### src/rtl/synth_pkg.sv
// Shared definitions for the synth datapath: wavetable geometry defaults,
// the RAM4K depth and the wavetable_reader FSM state encoding.
package synth_pkg;

   localparam int DEF_ADDR_W  = 12;
   localparam int DEF_DATA_W  = 20;
   localparam int DEF_FRAC_W  = 12;
   localparam int RAM4K_DEPTH = 1 << DEF_ADDR_W;

   localparam logic [1:0] ST_IDLE  = 2'd0;
   localparam logic [1:0] ST_WAIT0 = 2'd1;
   localparam logic [1:0] ST_WAIT1 = 2'd2;
   localparam logic [1:0] ST_CALC  = 2'd3;

endpackage

### src/rtl/phase_accumulator.sv
// Phase register for the wavetable oscillator. Clear wins over step; the
// sum wraps naturally modulo 2**PHASE_W.
module phase_accumulator #(
   parameter int PHASE_W = 24
) (
   input  logic               clk,
   input  logic               rst_n,
   input  logic               clr,
   input  logic               step,
   input  logic [PHASE_W-1:0] inc,
   output logic [PHASE_W-1:0] phase
);

   // Advance the phase by one step per accepted sample, or return it to zero.
   always_ff @(posedge clk) begin
      if (!rst_n) begin
         phase <= '0;
      end else if (clr) begin
         phase <= '0;
      end else if (step) begin
         phase <= phase + inc;
      end
   end

endmodule

### src/rtl/wavetable_reader.sv
// Read-side engine for the RAM4K wavetable. One signed sample is produced per
// accepted sample_req strobe. Optional macro WAVETABLE_INTERP_EN enables
// linear interpolation between adjacent table entries; without it the phase
// fraction is simply truncated.
module wavetable_reader
   import synth_pkg::*;
#(
   parameter int ADDR_W = DEF_ADDR_W,
   parameter int DATA_W = DEF_DATA_W,
   parameter int FRAC_W = DEF_FRAC_W,
   parameter int RD_LAT = 1
) (
   input  logic                      clk,
   input  logic                      rst_n,
   input  logic                      enable,
   input  logic [ADDR_W+FRAC_W-1:0]  phase_inc,
   input  logic                      sample_req,
   output logic                      ram_load,
   output logic [ADDR_W-1:0]         ram_sel,
   input  logic [DATA_W-1:0]         ram_out,
   output logic [DATA_W-1:0]         sample_out,
   output logic                      sample_valid,
   output logic                      busy,
   output logic                      overrun
);

   localparam int PHASE_W = ADDR_W + FRAC_W;

   logic [1:0]         state;
   logic [3:0]         wait_cnt;
   logic [PHASE_W-1:0] phase;
   logic               accept;
   logic               capture;
   logic               clr_phase;

   assign ram_load  = 1'b0;
   assign busy      = (state != ST_IDLE);
   assign accept    = enable && sample_req && (state == ST_IDLE);
   assign capture   = (wait_cnt == 4'(RD_LAT));
   assign clr_phase = !enable;

   phase_accumulator #(
      .PHASE_W (PHASE_W)
   ) u_phase (
      .clk   (clk),
      .rst_n (rst_n),
      .clr   (clr_phase),
      .step  (accept),
      .inc   (phase_inc),
      .phase (phase)
   );

`ifdef WAVETABLE_INTERP_EN
   logic [FRAC_W-1:0]               frac;
   logic signed [DATA_W-1:0]        s0;
   logic signed [DATA_W-1:0]        s1;
   logic signed [DATA_W:0]          diff;
   logic signed [DATA_W+FRAC_W+1:0] prod;
   logic signed [DATA_W-1:0]        interp;

   // Blend the two neighbouring entries by the latched fraction; the product is left unsaturated.
   always_comb begin
      diff   = {s1[DATA_W-1], s1} - {s0[DATA_W-1], s0};
      prod   = diff * $signed({1'b0, frac});
      interp = s0 + DATA_W'(prod >>> FRAC_W);
   end
`else
   logic unused_frac;
   assign unused_frac = ^phase[FRAC_W-1:0];
`endif

   // Request/wait/capture sequencer; enable low aborts any read in flight.
   always_ff @(posedge clk) begin
      if (!rst_n) begin
         state        <= ST_IDLE;
         wait_cnt     <= '0;
         ram_sel      <= '0;
         sample_out   <= '0;
         sample_valid <= 1'b0;
         overrun      <= 1'b0;
`ifdef WAVETABLE_INTERP_EN
         frac         <= '0;
         s0           <= '0;
         s1           <= '0;
`endif
      end else begin
         sample_valid <= 1'b0;
         if (enable && sample_req && (state != ST_IDLE)) begin
            overrun <= 1'b1;
         end
         if (!enable) begin
            state    <= ST_IDLE;
            wait_cnt <= '0;
         end else begin
            case (state)
               ST_IDLE: begin
                  if (sample_req) begin
                     ram_sel  <= phase[PHASE_W-1:FRAC_W];
`ifdef WAVETABLE_INTERP_EN
                     frac     <= phase[FRAC_W-1:0];
`endif
                     wait_cnt <= '0;
                     state    <= ST_WAIT0;
                  end
               end
               ST_WAIT0: begin
                  if (capture) begin
`ifdef WAVETABLE_INTERP_EN
                     s0       <= ram_out;
                     ram_sel  <= ram_sel + ADDR_W'(1);
                     wait_cnt <= '0;
                     state    <= ST_WAIT1;
`else
                     sample_out   <= ram_out;
                     sample_valid <= 1'b1;
                     state        <= ST_IDLE;
`endif
                  end else begin
                     wait_cnt <= wait_cnt + 4'd1;
                  end
               end
`ifdef WAVETABLE_INTERP_EN
               ST_WAIT1: begin
                  if (capture) begin
                     s1    <= ram_out;
                     state <= ST_CALC;
                  end else begin
                     wait_cnt <= wait_cnt + 4'd1;
                  end
               end
               ST_CALC: begin
                  sample_out   <= interp;
                  sample_valid <= 1'b1;
                  state        <= ST_IDLE;
               end
`endif
               default: begin
                  state <= ST_IDLE;
               end
            endcase
         end
      end
   end

endmodule

### config.mk
export PLATFORM = sky130hd
export DESIGN_NAME = wavetable_reader
export DESIGN_NICKNAME = d
export VERILOG_FILES = /design/src/rtl/synth_pkg.sv /design/src/rtl/phase_accumulator.sv /design/src/rtl/wavetable_reader.sv
export SDC_FILE = /design/constraint.sdc
export NUM_CORES = 1
export LEC_CHECK = 0
export BUFFER_PORTS_ARGS = -buffer_cell sky130_fd_sc_hd__buf_2
export CAP_MARGIN = 20
export CORE_ASPECT_RATIO = 0.5
export CORE_UTILIZATION = 40
export DETAILED_ROUTE_END_ITERATION = 12
export PLACE_DENSITY = 0.66
export SLEW_MARGIN = 20
export SYNTH_ARGS = -nofsm -noshare
export SYNTH_HDL_FRONTEND = slang
export SYNTH_SLANG_ARGS = --single-unit
### constraint.sdc
create_clock -name clk -period 3.8 [get_ports clk]
set_input_delay 0.57 -clock clk [delete_from_list [all_inputs] [get_ports clk]]
set_output_delay 0.57 -clock clk [all_outputs]
set_load 0.1 [all_outputs]
==> summary.txt, run 1 <==
Critical path
  – Worst flop-to-flop path endpoint: u_phase.phase[22]
  – Slowest cell on crit path: fa_1
  – Required time of the worst setup path: 3980 ps
  – Crit path kind: primary input to flip-flop
  – Setup crit end kind: flip-flop
  – CP startpoint kind: primary input
  – R2R setup slack: 1240 ps
  – Critical path, cell by cell: buf_2, ha_1, fa_1, a21oi_1, o211ai_2, a31oi_4, a21oi_4, a2111oi_2, nor2_1, xnor2_1, a21oi_1
  – Worst r2r src: u_phase.phase[0]
  – Worst path bufs/invs: 1
  – Top delay family on crit path: compound AO/OA/AOI/OAI gates
  – Reg2Reg Depth: 10
  – Worst path max stage delay: 410 ps
  – Most used cell, CP: a21oi_1
  – WP data arrival: 2780 ps
  – Worst-path maximum fanout: 5

Layout
  – Fin util: 51.79%
  – Reg area: 0.001261 sq mm
  – Filler cell count: 806
  – Share of layout cells above drive strength 1: 23.41%
  – Antenna cells: 0
  – # nets final: 573
  – Multi-input logic area: 0.002116 sq mm
  – Layout area overhead: 21.98%

Floorplan
  – # rows: 23
  – DIE WIDTH: 134.2 microns
  – Core box area: 0.008230 sq mm
  – Initial Util: 42.46%
  – # IOs: 84
  – Die Ht: 68.10 microns
  – Die area: 0.009137 sq mm

Hold path
  – WHS Endpoint: u_phase.phase[3]
  – Hold Crit Start: u_phase.phase[3]
  – Hold Path Depth: 2
  – Hold WC Path Type: flip-flop to flip-flop

Clocking
  – H-tree Lvls: 3
  – CTS tree: yes
  – TritonCTS buffer count: 9
  – Hold buffer count at cts: 0
  – Postcts setup bufs: 0
  – Worst-case clock buffer depth: 2
  – Cts repair resizes: 0
  – Clock sink count: 63
  – Clock latency on the worst-skew pair: 330 ps
  – Root Driver: clkbuf_16
  – Clock transition at path regs: 60 ps

STA
  – Tmin final: 2598 ps
  – Unrepaired setup endpoints after global routing: false
  – Final setup fails: 0
  – Fin Clk Skew: 7.234 ps
  – Fmax: 0.3849 GHz
  – Fin crit share: 68.36%
  – Pins Over Slew Limit: 0
  – Fin. Hold Viols: 0
  – Worst-Margin Slew: 931.9 ps
  – Max-slew headroom: 37.65%
  – TNS Setup: 0 ps

Placed design
  – IO Port Bufs: 82
  – Gpl congestion: 0.8574
  – DP Wirelength: 5775 microns

Routing
  – DRC: 0
  – Detailed Routing Iterations Pass 1: 4
  – 1st-iter DRT viols: 144
  – Post-DRT Antenna Nets: 0
  – WL/cell: 13.04 microns
  – Vias: 3074
  – Vias per inst: 4.990
  – Drt total wl: 8033 microns

GRT
  – Number of global-route vias before repair: 2695
  – Initial antenna violation count: 0
  – Total global routing track utilization: 18.47%
  – Grt total ovfl: 0
  – Largest net degree at the start of global routing: 37
  – First-pass GRT wire length: 12880 microns

Run status
  – Status: complete, no violations

Synth
  – EDFF count, synth: 0
  – Mapped Cells: 423
  – Sequential share of the synthesized area: 36.09%
  – Ys flop type: dfxtp_1
  – Distinct cells, synth: 51
  – Synth Net Count: 497
  – YS warnings: 0
  – Avg Inst Size Synth: 8.261 sq um
  – Mapped Area: 0.003495 sq mm
  – Post-synth ARST share: 0%
  – #FFs+latches synth: 63

Power
  – Pleak: 1.840 nW
  – VDD IR max: 221.2 uV
  – Power per cell area: 398.0 mW/mm^2

Job
  – Max Cap Viol: 0
==> cell usage in the layout, fill, tap and decap left out, types with 9 or more instances in the layout <==
| master | count |
|---|---|
| nor2_1 | 16 |
| dfxtp_1 | 63 |
| a21boi_0 | 32 |
| clkbuf_16 | 9 |
| buf_2 | 82 |
| a21oi_1 | 40 |
| o21ai_0 | 15 |
| inv_1 | 10 |
| nand2_1 | 109 |
| xnor2_1 | 14 |
| ha_1 | 25 |
==> metal layers <==
layer	track usage, %	part of all wire [%]	wire length, microns
met1	25.03	53	4230
met2	27.91	41	3305
met3	5.037	4.9	394
met4	7.584	1.3	104
met5	0	0	0
==> sequential cells by signal, indices dropped and copies added, names as in the netlist <==
register	count
overrun	1
sample_valid	1
state	1
ram_sel	12
sample_out	20
wait_cnt	4
u_phase.phase	24
==> area by class of cell <==
class / instances / share of cell area, %
Clock buffer: 9 / 5.283
Multi-Input combinational cell: 330 / 49.63
Inverter: 10 / 0.8805
Sequential cell: 63 / 29.59
Tap cell: 112 / 3.287
Timing Repair Buffer: 85 / 10.16
Clock inverter: 7 / 1.174
==> power breakdown <==
group | leakage, nW | internal, W | switching [W]
registers | 0.510 | 0.000676 | 0.0000121
logic | 1.20 | 0.0000998 | 0.000159
clock network | 0.127 | 0.000440 | 0.000309
==> cells by family (layout without fill, tap and decap cells) <==
family / count (synthesis) / after routing / synth area share (%)
simple gates: 152 / 152 / 18.44
compound gates: 127 / 127 / 26.39
flops: 63 / 63 / 36.09
buf+inv: 30 / 111 / 3.365
fa+ha+maj: 26 / 26 / 9.524
xor+xnor: 22 / 22 / 5.514
mux: 2 / 2 / 0.5729
other cells: 1 / 1 / 0.1073
==> through the flow <==
step                      cell area (sq um)  hold slack [ps]  std cells  total power (W)  setup WS (ps)
after floorplan                        3495            435.6        423        0.0008951           1174
after CTS                              4263            455.9        616         0.001718           1205
after global placement                 3988            443.8        600        0.0009606          901.3
final                                  4263            453.4        616         0.001697           1202
after detailed placement               3988            448.2        600        0.0009596          859.9
after global routing                   4263            475.0        616         0.001775          979.2
==> Yosys cell counts (2+ instances only) <==
| master | instances | share of area, % |
|---|---|---|
| a31oi_1 | 3 | 0.54 |
| nand3_1 | 5 | 0.72 |
| nor2_1 | 16 | 1.7 |
| clkbuf_1 | 17 | 1.8 |
| xor2_1 | 8 | 2.0 |
| and3_1 | 2 | 0.36 |
| dfxtp_1 | 63 | 36 |
| and2_1 | 3 | 0.54 |
| a21oi_4 | 2 | 0.93 |
| mux2i_1 | 2 | 0.57 |
| nand2b_1 | 3 | 0.54 |
| xnor2_1 | 14 | 3.5 |
| a21oi_1 | 40 | 5.7 |
| nor2b_1 | 5 | 0.90 |
| a21boi_0 | 32 | 6.9 |
| o21bai_1 | 3 | 0.64 |
| ha_1 | 25 | 9.0 |
| a21o_1 | 6 | 1.3 |
| a22o_1 | 5 | 1.3 |
| a31oi_4 | 2 | 1.2 |
| nand2_1 | 109 | 12 |
| a211oi_1 | 4 | 0.86 |
| inv_1 | 10 | 1.1 |
| nand4_1 | 3 | 0.54 |
| o21ai_0 | 15 | 2.1 |
==> worst reg2reg max path: stages, from the launching register on <==
cell	delay, ps
dfxtp_1	310
ha_1	210
fa_1	410
a21oi_1	250
o211ai_2	150
a31oi_4	290
a21oi_4	130
a2111oi_2	370
nor2_1	90
xnor2_1	140
a21oi_1	80
==> worst max-delay path by stage <==
stage | endpoint | start | cells past startpoint | slack [ps]
3_5_place_dp | u_phase.phase[18] | phase_inc[0] | 10 | 860
2_1_floorplan | u_phase.phase[22] | phase_inc[0] | 10 | 1170
3_3_place_gp | u_phase.phase[22] | phase_inc[0] | 11 | 900
4_1_cts | u_phase.phase[18] | phase_inc[0] | 10 | 1210
5_1_grt | u_phase.phase[22] | phase_inc[0] | 11 | 980
6_report | u_phase.phase[22] | phase_inc[0] | 11 | 1200
Power figures use the tool's default switching activity.
==> run 2: changes to the inputs <==
- ABC_AREA: not set -> 1
- PLACE_DENSITY: 0.66 -> 0.64
- clock period: 3.8 -> 2.58 ns (I/O delays scaled with it)
==> run 2 against run 1 <==
Via count up 35%. Setup slack worse by 540 ps. Final area is 14% higher. Utilization is 1.1 points lower. Clock-buffer cell count did not move. Clock power rose by 63%. Sequential share of layout area fell by 3.7 points. Routed wire length up 36%. Global-route usage grew 3.4 points. Critical path type is now flip-flop to flip-flop. Non-clock buffer count up 2. Clock skew is 1.1 ps higher. Critical endpoint is now u_phase.phase[16]. Power is 66% higher.
==> summary.txt, run 2 <==
Critical path
  – Worst-path maximum fanout: 4
  – R2R setup slack: 660 ps
  – CP startpoint kind: flip-flop
  – Required time of the worst setup path: 2820 ps
  – Setup crit end kind: flip-flop
  – Crit path kind: flip-flop to flip-flop
  – WP data arrival: 2160 ps

Routing
  – Vias: 4155
  – DRC: 0
  – Drt total wl: 10910 microns
  – WL/cell: 12.44 microns
  – Post-DRT Antenna Nets: 0
  – Vias per inst: 4.738
  – 1st-iter DRT viols: 221
  – Detailed Routing Iterations Pass 1: 5

Job
  – Max Cap Viol: 0

Synth
  – Avg Inst Size Synth: 6.132 sq um
  – Sequential share of the synthesized area: 31.30%
  – Distinct cells, synth: 27
  – Post-synth ARST share: 0%
  – Mapped Area: 0.004029 sq mm
  – Dominant cell type by area after synthesis: dfxtp_1
  – Synth Net Count: 731
  – Share of the synthesized area in the top cell type: 31.30%
  – Most frequent cell after synthesis: nand2_1
  – Ys flop type: dfxtp_1
  – Area contributors post-synth: dfxtp_1 (31%), nand2_1 (17%), inv_1 (11%)
  – Mapped Cells: 657
  – Top cells by count, synth: nand2_1 (187), inv_1 (113), nor2_1 (87)
  – #FFs+latches synth: 63
  – YS warnings: 0
  – EDFF count, synth: 0

Layout
  – Layout area overhead: 20.75%
  – Regs by FF count: u_phase.phase: 24 flops, sample_out: 20 flops, ram_sel: 12 flops
  – Filler cell count: 1020
  – Non-Filler Instances: 877
  – Most common cell after layout, fill and taps aside: nand2_1
  – Design area: 0.004865 sq mm
  – Most frequent cells in the layout: nand2_1 (187), inv_1 (113), nor2_1 (87)
  – Multi-input logic area: 0.002265 sq mm
  – # nets final: 811
  – Share of layout cells above drive strength 1: 15.50%
  – Reg area: 0.001261 sq mm
  – Top reg by flops: u_phase.phase
  – Max FFs per register: 24
  – Antenna cells: 0

STA
  – TNS Setup: 0 ps
  – Fin Clk Skew: 8.322 ps
  – Pins Over Slew Limit: 0
  – Final setup fails: 0
  – Fin crit share: 74.30%
  – Fin. Hold Viols: 0
  – Unrepaired setup endpoints after global routing: false
  – PnR worst setup slack: 663.0 ps
  – Tmin final: 1917 ps
  – Worst-Margin Slew: 691.8 ps
  – Fin Hold WS: 319.5 ps
  – Max-slew headroom: 53.77%
  – Fmax: 0.5216 GHz

Floorplan
  – # rows: 25
  – # IOs: 84
  – DIE WIDTH: 143.9 microns
  – Die Ht: 72.97 microns
  – Initial Util: 41.95%
  – Die area: 0.01050 sq mm
  – Core box area: 0.009603 sq mm

Clocking
  – Worst-case clock buffer depth: 2
  – Postcts setup bufs: 0
  – Clock transition at path regs: 60 ps
  – Clock sink count: 63
  – CTS tree: yes
  – TritonCTS buffer count: 9
  – Cts repair resizes: 0
  – Clock latency on the worst-skew pair: 340 ps
  – H-tree Lvls: 3
  – Hold buffer count at cts: 0
  – Root Driver: clkbuf_16

Power
  – Pleak: 2.704 nW
  – Power per cell area: 578.3 mW/mm^2
  – VDD IR max: 273.9 uV

GRT
  – Number of global-route vias before repair: 3586
  – Total global routing track utilization: 21.92%
  – Largest net degree at the start of global routing: 31
  – First-pass GRT wire length: 17390 microns
  – Grt total ovfl: 0
  – Initial antenna violation count: 0

Placed design
  – Gpl congestion: 0.9452
  – Post-DP Area: 0.004567 sq mm
  – Placed Cells: 861
  – DP Wirelength: 8265 microns
  – IO Port Bufs: 82
  – Pre-CTS WS: 484.7 ps

Hold path
  – Hold WC Path Type: primary input to flip-flop

Run status
  – Status: complete, no violations
run 2: changes by cell type after synthesis, sizes merged, moves of 7 or more:
cell and change:
a21boi -32, clkbuf -7, inv +103, nand2 +84
nand3 +52, nor2 +74, o21ai +10, xnor2 -11
run 2: logic make-up after synthesis:
kind of cell | share of synthesized area [%]
and+or+nand+nor | 36.09
buffers and inverters | 12.48
AOI/OAI and AO/OA | 9.597
DFF | 31.30
adders and majority gates | 8.261
xor gates and xnor gates | 2.174
other | 0.09308
run 2: path summary, 6_finish.rpt:
check	from	end	depth (start not counted)
worst max-delay path	u_phase.phase[0]	u_phase.phase[16]	12
worst min-delay path	ram_out[11]	sample_out[11]	3
worst max register to register	u_phase.phase[0]	u_phase.phase[16]	12
worst min register to register	overrun	overrun	2
run 2: final cells by class:
| type | count | share of cell area [%] |
|---|---|---|
| multi-input cells | 463 | 46.55 |
| clock inverters | 7 | 1.492 |
| repair buffers | 87 | 9.208 |
| inverters | 113 | 8.719 |
| flip-flops and latches | 63 | 25.93 |
| clock buffers | 9 | 4.630 |
| well taps | 135 | 3.472 |
run 2: power breakdown:
part	internal [W]	total, W	switching, W
Clock	0.000749	0.00122	0.000476
Combinational	0.000164	0.000560	0.000396
Sequential	0.00101	0.00103	0.0000215
Total	0.00192	0.00281	0.000894
run 2: worst max-delay path: stages, from the launching register on:
cell and delay [ps]:
dfxtp_1 310, ha_1 250, fa_1 450, nand3_1 100
nand3_1 130, nand2_1 90, nand2_1 100, nand3_1 110
nand2_1 60, nand2_1 60, nand3_1 60, nand2_1 70
inv_1 30
run 2: layer usage:
| layer | GRT usage (%) | share of wire, % |
|---|---|---|
| met1 | 30.98 | 52 |
| met2 | 33.44 | 40 |
| met3 | 4.921 | 6.5 |
| met4 | 5.910 | 1.2 |
| met5 | 0 | 0 |
run 2: through the flow:
stage / total power (W) / utilization, %
6_report: 0.002813 / 50.66
5_1_grt: 0.002956 / 50.66
4_1_cts: 0.002851 / 50.66
3_5_place_dp: 0.001604 / 47.56
3_3_place_gp: 0.001602 / 47.56
2_1_floorplan: 0.001460 / -
==> run 3: changes to the inputs <==
- ABC_AREA: 1 -> 0
- PLACE_DENSITY: 0.64 -> 0.66
- clock period: 2.58 -> 1.9 ns (I/O delays scaled with it)
==> run 3 against run 2 <==
The flow now finishes with violations (negative setup slack). Clock power increased by 33%. Die area is 13% lower. Register-to-register slack worse by 920 ps. Critical endpoint is now u_phase.phase[22].
==> summary.txt, run 3 (synthesis results as in run 1) <==
Power
  – Switching Share: 27.31%
  – Switch Pwr: 0.001015 W
  – Clk pwr share: 43.5%
  – Pleak: 2.221 nW
  – Power per cell area: 733.4 mW/mm^2
  – Combinational Power Share: 19.5%
  – Internal power: 0.002702 W
  – Seq pwr share: 37.0%
  – VDD IR max: 455.4 uV

STA
  – Unrepaired setup endpoints after global routing: true
  – Fin Hold WS: 202.2 ps
  – Pins Over Slew Limit: 0
  – Tmin final: 2159 ps
  – Final setup fails: 18
  – Fmax: 0.4632 GHz
  – Fin. Hold Viols: 0
  – Fin crit share: 113.6%
  – Fin Clk Skew: 5.905 ps
  – PnR worst setup slack: -258.9 ps
  – TNS Setup: -2352 ps

Layout
  – Antenna cells: 0
  – Most common cell after layout, fill and taps aside: nand2_1
  – Regs by FF count: u_phase.phase: 24 flops, sample_out: 20 flops, ram_sel: 12 flops
  – Top reg by flops: u_phase.phase
  – Share of layout cells above drive strength 1: 39.06%
  – Filler cell count: 731
  – Layout area overhead: 45.04%
  – Non-Filler Instances: 688
  – Most frequent cells in the layout: nand2_1 (107), buf_2 (82), buf_4 (68)
  – Multi-input logic area: 0.002326 sq mm
  – Max FFs per register: 24
  – # nets final: 645
  – Reg area: 0.001269 sq mm

Clocking
  – Clock transition at path regs: 60 ps
  – H-tree Lvls: 3
  – Root Driver: clkbuf_16
  – Clock latency on the worst-skew pair: 330 ps
  – Worst-case clock buffer depth: 2
  – CTS tree: yes
  – Clock sink count: 63
  – TritonCTS buffer count: 9

GRT
  – Largest net degree at the start of global routing: 35
  – Grt total ovfl: 0
  – Total global routing track utilization: 19.80%
  – Number of global-route vias before repair: 3082
  – Initial antenna violation count: 0
  – First-pass GRT wire length: 14170 microns

Critical path
  – WP data arrival: 2410 ps
  – Critical path, cell by cell: ha_4, fa_2, a21oi_4, o211ai_2, a31oi_4, a21oi_4, a2111oi_2, nor2_1, xnor2_1, a21oi_1
  – CP startpoint kind: flip-flop
  – Worst-path maximum fanout: 5
  – Most used cell, CP: a21oi_4
  – Crit path kind: flip-flop to flip-flop
  – Setup crit end kind: flip-flop
  – Slowest cell on crit path: fa_2
  – Worst path max stage delay: 360 ps
  – Required time of the worst setup path: 2160 ps

Placed design
  – DP Wirelength: 6396 microns
  – Gpl congestion: 0.9382
  – Placed Cells: 658
  – IO Port Bufs: 82

Routing
  – Vias per inst: 5.012
  – WL/cell: 13.20 microns
  – Post-DRT Antenna Nets: 0
  – 1st-iter DRT viols: 149
  – Detailed Routing Iterations Pass 1: 4
  – DRC: 0
  – Vias: 3448
  – Drt total wl: 9083 microns

Run status
  – Failing checks: negative setup slack
  – Status: finished, violations left

Floorplan
  – # IOs: 84
  – Initial Util: 42.46%
  – DIE WIDTH: 134.2 microns
  – Core box area: 0.008230 sq mm
  – # rows: 23
  – Die area: 0.009137 sq mm
  – Die Ht: 68.10 microns

Job
  – Max Cap Viol: 0

Hold path
  – Hold WC Path Type: primary input to flip-flop
run 3: cell count changes in the layout (fill, tap and decap cells not counted), moves of 11 or more:
cell | before | now
a21oi_1 | 43 | 25
a21boi_0 | 0 | 32
inv_1 | 113 | 10
o21ai_0 | 25 | 9
buf_4 | 5 | 68
xnor2_1 | 3 | 14
nor2_1 | 87 | 16
a21oi_2 | 1 | 15
nand2_1 | 187 | 107
nand3_1 | 57 | 5
run 3: cell type report:
cell class,instances,share of cell area (%)
clock inverters,7,1.407
multi-input cells,330,45.89
flip-flops and latches,63,25.03
well taps,112,2.765
clock buffers,9,4.443
repair buffers,157,19.72
inverters,10,0.7406
run 3: worst paths after layout:
check              startpoint           endpoint  slack, ps  cells past startpoint
max          u_phase.phase[0]  u_phase.phase[22]       -260                     10
min                ram_out[1]      sample_out[1]        200                      3
max reg2reg  u_phase.phase[0]  u_phase.phase[22]       -260                     10
min reg2reg        ram_sel[0]         ram_sel[0]        460                      2
run 3: power by group through the flow:
stage	Combinational (W)	Sequential [W]	Clock, W
finish	0.000724	0.00138	0.00162
global route	0.000788	0.00138	0.00172
CTS	0.000668	0.00137	0.00166
detailed placement	0.000645	0.00140	0
global placement	0.000643	0.00140	0
floorplan	0.000359	0.00144	0
run 3: critical path, delay by kind of cell (launching register included):
family | cells | cell delay, ps
flip-flops | 1 | 330
AND/OR/NAND/NOR | 1 | 90
AO/OA/AOI/OAI | 6 | 1010
adder cells (fa/ha/maj) | 2 | 520
XOR/XNOR | 1 | 130
run 3: per-stage QoR:
stage	setup slack, ps	util (%)	power, W	area, sq um
2_1_floorplan	-299.9	-	0.001800	3551
3_3_place_gp	-419.1	54.42	0.002044	4479
3_5_place_dp	-449.0	54.42	0.002048	4479
4_1_cts	-293.0	58.97	0.003697	4853
5_1_grt	-369.9	61.58	0.003883	5069
6_report	-258.9	61.58	0.003717	5069
run 3: repair_timing:
item / 4_1_cts / 5_1_grt
setup buffers: 5 / 10
endpoints found under the setup margin: 16 / 17
hold buffers: 0 / 0
gates cloned: 0 / 0
pin swaps: 14 / 28
resized for setup: 11 / 31
run 3: per-layer routing:
layer	up-vias	track usage, %	part of all wire (%)
li1	1754	-	-
met1	1577	24.83	48
met2	105	33.81	45
met3	12	5.185	6.4
met4	0	6.320	1.1
met5	-	0	0
